==> src/rtl/serial_subtractor_if.sv <==
// Operand/result bundle for the bit-serial subtractor.
// The requester drives start and the operands; the subtractor returns the result, its status and the serial bit tap.
interface serial_subtractor_if #(
  parameter int unsigned WIDTH = 8
);
  logic             start;
  logic [WIDTH-1:0] in1;
  logic [WIDTH-1:0] in2;
  logic             bin;
  logic             busy;
  logic             done;
  logic [WIDTH-1:0] diff;
  logic             bow;
  logic             bit_valid;
  logic             bit_diff;
  logic             bit_bow;

  modport master (
    output start, in1, in2, bin,
    input  busy, done, diff, bow, bit_valid, bit_diff, bit_bow
  );

  modport slave (
    input  start, in1, in2, bin,
    output busy, done, diff, bow, bit_valid, bit_diff, bit_bow
  );
endinterface

==> src/rtl/serial_subtractor.sv <==
// Bit-serial A - B - bin subtractor, LSB first, one bit per clock.
// A start/done handshake sequences each operation through the states IDLE, RUN and DONE.
module serial_subtractor #(
  parameter int unsigned WIDTH = 8
) (
  input logic               clk,
  input logic               rst,
  serial_subtractor_if.slave bus
);
  localparam int unsigned CW = (WIDTH > 1) ? $clog2(WIDTH) : 1;

  typedef enum logic [1:0] {IDLE, RUN, DONE} state_t;

  state_t           state_q, state_d;
  logic [WIDTH-1:0] a_q, a_d;
  logic [WIDTH-1:0] b_q, b_d;
  logic [WIDTH-1:0] res_q, res_d;
  logic [WIDTH-1:0] diff_q, diff_d;
  logic [CW-1:0]    cnt_q, cnt_d;
  logic             br_q, br_d;
  logic             bow_q, bow_d;
  logic             busy_q, busy_d;
  logic             done_q, done_d;
  logic             d_c, br_next_c;

  // Full-subtractor cell on the current LSB of each operand
  assign d_c       = a_q[0] ^ b_q[0] ^ br_q;
  assign br_next_c = (~a_q[0] & b_q[0]) | (~(a_q[0] ^ b_q[0]) & br_q);

  always_comb begin
    state_d = state_q;
    a_d     = a_q;
    b_d     = b_q;
    res_d   = res_q;
    diff_d  = diff_q;
    cnt_d   = cnt_q;
    br_d    = br_q;
    bow_d   = bow_q;
    busy_d  = busy_q;
    done_d  = 1'b0;

    case (state_q)
      IDLE, DONE: begin
        state_d = IDLE;
        if (bus.start) begin
          a_d     = bus.in1;
          b_d     = bus.in2;
          br_d    = bus.bin;
          res_d   = '0;
          cnt_d   = '0;
          busy_d  = 1'b1;
          state_d = RUN;
        end
      end
      RUN: begin
        a_d   = {1'b0, a_q[WIDTH-1:1]};
        b_d   = {1'b0, b_q[WIDTH-1:1]};
        res_d = {d_c, res_q[WIDTH-1:1]};
        br_d  = br_next_c;
        if (cnt_q == CW'(WIDTH - 1)) begin
          diff_d  = {d_c, res_q[WIDTH-1:1]};
          bow_d   = br_next_c;
          busy_d  = 1'b0;
          done_d  = 1'b1;
          state_d = DONE;
        end else begin
          cnt_d = cnt_q + CW'(1);
        end
      end
      default: begin
        busy_d  = 1'b0;
        state_d = IDLE;
      end
    endcase
  end

  always_ff @(posedge clk or posedge rst) begin
    if (rst) begin
      state_q <= IDLE;
      a_q     <= '0;
      b_q     <= '0;
      res_q   <= '0;
      diff_q  <= '0;
      cnt_q   <= '0;
      br_q    <= 1'b0;
      bow_q   <= 1'b0;
      busy_q  <= 1'b0;
      done_q  <= 1'b0;
    end else begin
      state_q <= state_d;
      a_q     <= a_d;
      b_q     <= b_d;
      res_q   <= res_d;
      diff_q  <= diff_d;
      cnt_q   <= cnt_d;
      br_q    <= br_d;
      bow_q   <= bow_d;
      busy_q  <= busy_d;
      done_q  <= done_d;
    end
  end

  assign bus.busy      = busy_q;
  assign bus.done      = done_q;
  assign bus.diff      = diff_q;
  assign bus.bow       = bow_q;
  assign bus.bit_valid = busy_q;
  assign bus.bit_diff  = d_c;
  assign bus.bit_bow   = br_next_c;
endmodule
==> src/flat_wrapper.sv <==
// flat-port wrapper written by rule: the top's interface ports become plain ports
module serial_subtractor_flat 
#(
  parameter int unsigned WIDTH = 8
)
  (clk, rst, bus_start, bus_in1, bus_in2, bus_bin, bus_busy, bus_done, bus_diff, bus_bow, bus_bit_valid, bus_bit_diff, bus_bit_bow);
  serial_subtractor_if #(.WIDTH(WIDTH)) bus_i ();
  input logic clk;
  input logic rst;
  input wire logic [$bits(bus_i.start)-1:0] bus_start;
  input wire logic [$bits(bus_i.in1)-1:0] bus_in1;
  input wire logic [$bits(bus_i.in2)-1:0] bus_in2;
  input wire logic [$bits(bus_i.bin)-1:0] bus_bin;
  output wire logic [$bits(bus_i.busy)-1:0] bus_busy;
  output wire logic [$bits(bus_i.done)-1:0] bus_done;
  output wire logic [$bits(bus_i.diff)-1:0] bus_diff;
  output wire logic [$bits(bus_i.bow)-1:0] bus_bow;
  output wire logic [$bits(bus_i.bit_valid)-1:0] bus_bit_valid;
  output wire logic [$bits(bus_i.bit_diff)-1:0] bus_bit_diff;
  output wire logic [$bits(bus_i.bit_bow)-1:0] bus_bit_bow;
  assign bus_i.start = bus_start;
  assign bus_i.in1 = bus_in1;
  assign bus_i.in2 = bus_in2;
  assign bus_i.bin = bus_bin;
  assign bus_busy = bus_i.busy;
  assign bus_done = bus_i.done;
  assign bus_diff = bus_i.diff;
  assign bus_bow = bus_i.bow;
  assign bus_bit_valid = bus_i.bit_valid;
  assign bus_bit_diff = bus_i.bit_diff;
  assign bus_bit_bow = bus_i.bit_bow;
  serial_subtractor #(.WIDTH(WIDTH)) u_core (.clk(clk), .rst(rst), .bus(bus_i));
endmodule
==> config.mk <==
export PLATFORM = sky130hd
export DESIGN_NAME = serial_subtractor_flat
export DESIGN_NICKNAME = d
export VERILOG_FILES = /design/src/rtl/serial_subtractor_if.sv /design/src/rtl/serial_subtractor.sv /design/src/flat_wrapper.sv
export SDC_FILE = /design/constraint.sdc
export NUM_CORES = 1
export LEC_CHECK = 0
export CAP_MARGIN = 25
export CORE_MARGIN = 3
export CORE_UTILIZATION = 30
export CTS_CLUSTER_DIAMETER = 50
export DETAILED_ROUTE_END_ITERATION = 16
export GPL_TIMING_DRIVEN = 0
export PLACE_DENSITY = 0.57
export RECOVER_POWER = 100
export SYNTH_ARGS = -nofsm -noshare
export SYNTH_HDL_FRONTEND = slang
export SYNTH_SLANG_ARGS = --single-unit
==> constraint.sdc <==
create_clock -name clk -period 2 [get_ports clk]
set_clock_uncertainty 0.05 [all_clocks]
set_input_delay 0.3 -clock clk [delete_from_list [all_inputs] [get_ports clk]]
set_output_delay 0.3 -clock clk [all_outputs]
set_load 0.005 [all_outputs]
==> results.tsv <==
metric	value	unit
outcome	finished clean	
arrival	1550	ps
port_buffers	33	
cap_violations	0	
cts_tree	yes	
syn_avg_cell_area	11.38	µm²
grt_pass1_vias	1207	
period_needed	1900	ps
synth_top_area_cell	dfrtp_1	
grt-ovfl-total	0	
yosys_most_used_dff	dfrtp_1	
io_pins	34	
first_pass_iters	6	
track_usage	11.62	%
cts.sinks	40	
power_density	1532	mW/mm²
antenna_left	0	
r2r_start	u_core.cnt_q[0]$_DFFE_PP0P_	
ff2ff_setup_slack	360	ps
core_region_area	0.005238	mm²
htreeDepth	2	
start_util	31.94	%
worstSetupPathType	reg2out	
rows	26	
rsz0062_at_grt	false	
worstMarginPinSlew	835.3	ps
clk_pin_slew	80	ps
nets	212	
cp_slowest_cell	fa_1	
vias	1195	
cp_max_fo	2	
fillers	539	
tns	0	ps
p_leak	1.053	nW
finalHoldViolCount	0	
synth_edf_count	0	
die-width	80.68	µm
synth.area.top_cells	dfrtp_1 60%, mux2_2 5.4%, o22ai_1 4.9%	
relSlewSlack	44.23	%
clock_latency	290	ps
routed_wl	3.292	mm
ir_drop	0.0005462	V
dieArea	0.006508	mm²
dp_hpwl	2.377	mm
hold_path_class	reg2reg	
viasPerCell	4.596	
synth_seq_cells	40	
layout-drive-gt1-share	13.68	%
routabilityCongestion	0.7049	
synthDistinctLibCells	24	
cp_cell_sequence	inv_1 -> fa_1 -> dlygate4sd2_1	
async_reset_ff_share	100.0	%
clockBufferDepth	2	
timing.fmax	526.3	MHz
fin_crit_sh	95.00	%
first_iter_violations	27	
hold_start	u_core.bus.bow$_DFFE_PP0P_	
ys_seq_area_share	59.84	%
cts_root_buffer	clkbuf_8	
crit_required	1650	ps
netlist_area	0.001673	mm²
crit_path_end_kind	output pin	
grt_first_pass_wirelength	5.754	mm
crit_start	u_core.br_q$_DFFE_PP0P_	
cts_made_buffers	5	
critPathLaunchType	flip-flop	
routedWlPerCell	12.66	µm
synth_top_area_share	59.84	%
syn_nets	170	
diodes	0	
drc_errors	0	
ys_warn_count	0	
antenna_found_initial	0	
finalSetupViolCount	0	
syn2layout_area_growth	32.61	%
syn_inst	147	
dieHeight	80.68	µm
slew_viol_final	0	
max_stage_delay	590	ps
grt_max_degree	41	
power	3.399	mW
==> path summary, 6_finish.rpt <==
path,end,cells after the start
worst max-delay path,bus_bit_diff,3
worst min-delay path,u_core.bus.bow$_DFFE_PP0P_,2
worst max register to register,u_core.bus.diff[1]$_DFFE_PP0P_,5
worst min register to register,u_core.bus.bow$_DFFE_PP0P_,2
max in group asynchronous,u_core.b_q[4]$_DFFE_PP0P_,2
min in group asynchronous,u_core.bus.diff[0]$_DFFE_PP0P_,2
==> cell usage after synthesis (2+ instances only) <==
master / number
mux2i_1: 2
nand2b_1: 2
a21oi_1: 16
o21ai_0: 2
ha_1: 2
nor2b_1: 5
nand3_1: 2
o22ai_1: 13
o211ai_1: 2
inv_1: 20
a22o_1: 9
buf_2: 6
a211oi_1: 2
mux2_2: 8
dfrtp_1: 40
nor2_1: 2
nand2_1: 7
==> cell type report <==
type / count / area, µm² / share of cell area [%]
Clock buffer: 5 / 68.82 / 3.102
Clock inverter: 3 / 47.55 / 2.143
Sequential cell: 40 / 1001 / 45.12
Multi-Input combinational cell: 78 / 544.3 / 24.53
Buffer: 9 / 51.30 / 2.312
Inverter: 20 / 75.07 / 3.384
Timing Repair Buffer: 35 / 342.8 / 15.45
Tap cell: 70 / 87.58 / 3.948
==> worst max-delay path: cells and delay by family, from the launching register on <==
family                   cells  cell delay (ps)
buffers and inverters        2              310
adder cells (fa/ha/maj)      1              590
flip-flops                   1              350
==> state kept, by name, summed over array words and instances (netlist names) <==
name / flops
u_core.bus.bit_valid: 1
u_core.res_q: 7
u_core.bus.done: 1
u_core.a_q: 8
u_core.state_q: 2
u_core.cnt_q: 3
u_core.b_q: 8
u_core.bus.diff: 8
u_core.br_q: 1
u_core.bus.bow: 1
==> through the flow <==
| stage | std cells | cell area [µm²] | hold slack, ps | setup WS, ps | utilization, % |
|---|---|---|---|---|---|
| after global routing | 260 | 2218 | 472.3 | 48.57 | 42.36 |
| after global placement | 250 | 2091 | 423.8 | -152.8 | 39.92 |
| after CTS | 260 | 2220 | 447.3 | 96.99 | 42.38 |
| final | 260 | 2218 | 439.1 | 100.1 | 42.36 |
| after detailed placement | 250 | 2091 | 437.0 | 101.3 | 39.92 |
| after floorplan | 147 | 1673 | 382.5 | 462.5 | - |
==> cell usage in the layout, fill, tap and decap left out, drive strengths merged <==
| cell type | Yosys | layout |
|---|---|---|
| clkinv | 0 | 2 |
| o211ai | 2 | 2 |
| o22ai | 13 | 13 |
| ha | 2 | 2 |
| fa | 1 | 1 |
| dlygate4sd2 | 0 | 2 |
| nor2b | 5 | 5 |
| nor2 | 2 | 2 |
| buf | 8 | 9 |
| clkbuf | 1 | 7 |
| mux2i | 2 | 2 |
| dfrtp | 40 | 40 |
| mux2 | 8 | 8 |
| bufinv | 0 | 1 |
| clkdlybuf4s50 | 0 | 17 |
| nand2b | 2 | 2 |
| a31oi | 1 | 1 |
| a22o | 9 | 9 |
| o21ai | 2 | 2 |
| a211oi | 2 | 2 |
| nand3 | 2 | 2 |
| a21o | 1 | 1 |
| nand2 | 7 | 7 |
| inv | 20 | 20 |
| nand3b | 1 | 1 |
| dlygate4sd3 | 0 | 14 |
| a21oi | 16 | 16 |
==> layer usage <==
layer | wire, µm | vias to the layer above | track usage (%)
li1 | - | 593 | -
met1 | 1646 | 559 | 15.90
met2 | 1375 | 35 | 17.05
met3 | 216 | 8 | 3.587
met4 | 54 | 0 | 4.561
met5 | 0 | - | 0
==> where the power goes <==
| group | leakage, nW | total [mW] | switching (mW) | internal [mW] |
|---|---|---|---|---|
| registers | 0.493 | 1.38 | 0.205 | 1.17 |
| logic | 0.502 | 1.35 | 0.604 | 0.749 |
| clock network | 0.0583 | 0.670 | 0.294 | 0.376 |
| total | 1.05 | 3.40 | 1.10 | 2.30 |
==> cell families after synthesis <==
group,count (synthesis),synth area share [%]
AO/OA/AOI/OAI,46,17.58
adder cells (fa/ha/maj),3,2.692
buffers and inverters,29,7.629
flip-flops,40,59.84
multiplexers,10,6.582
AND/OR/NAND/NOR,19,5.685
==> repair_timing <==
action | 4_1_cts | 5_1_grt
buffers inserted | 2 | 0
hold endpoints to repair | 0 | 0
setup endpoints to repair | 2 | 0
resized for setup | 2 | 0
hold buffers | 0 | 0
No activity file was read; power rests on OpenSTA's default activity.
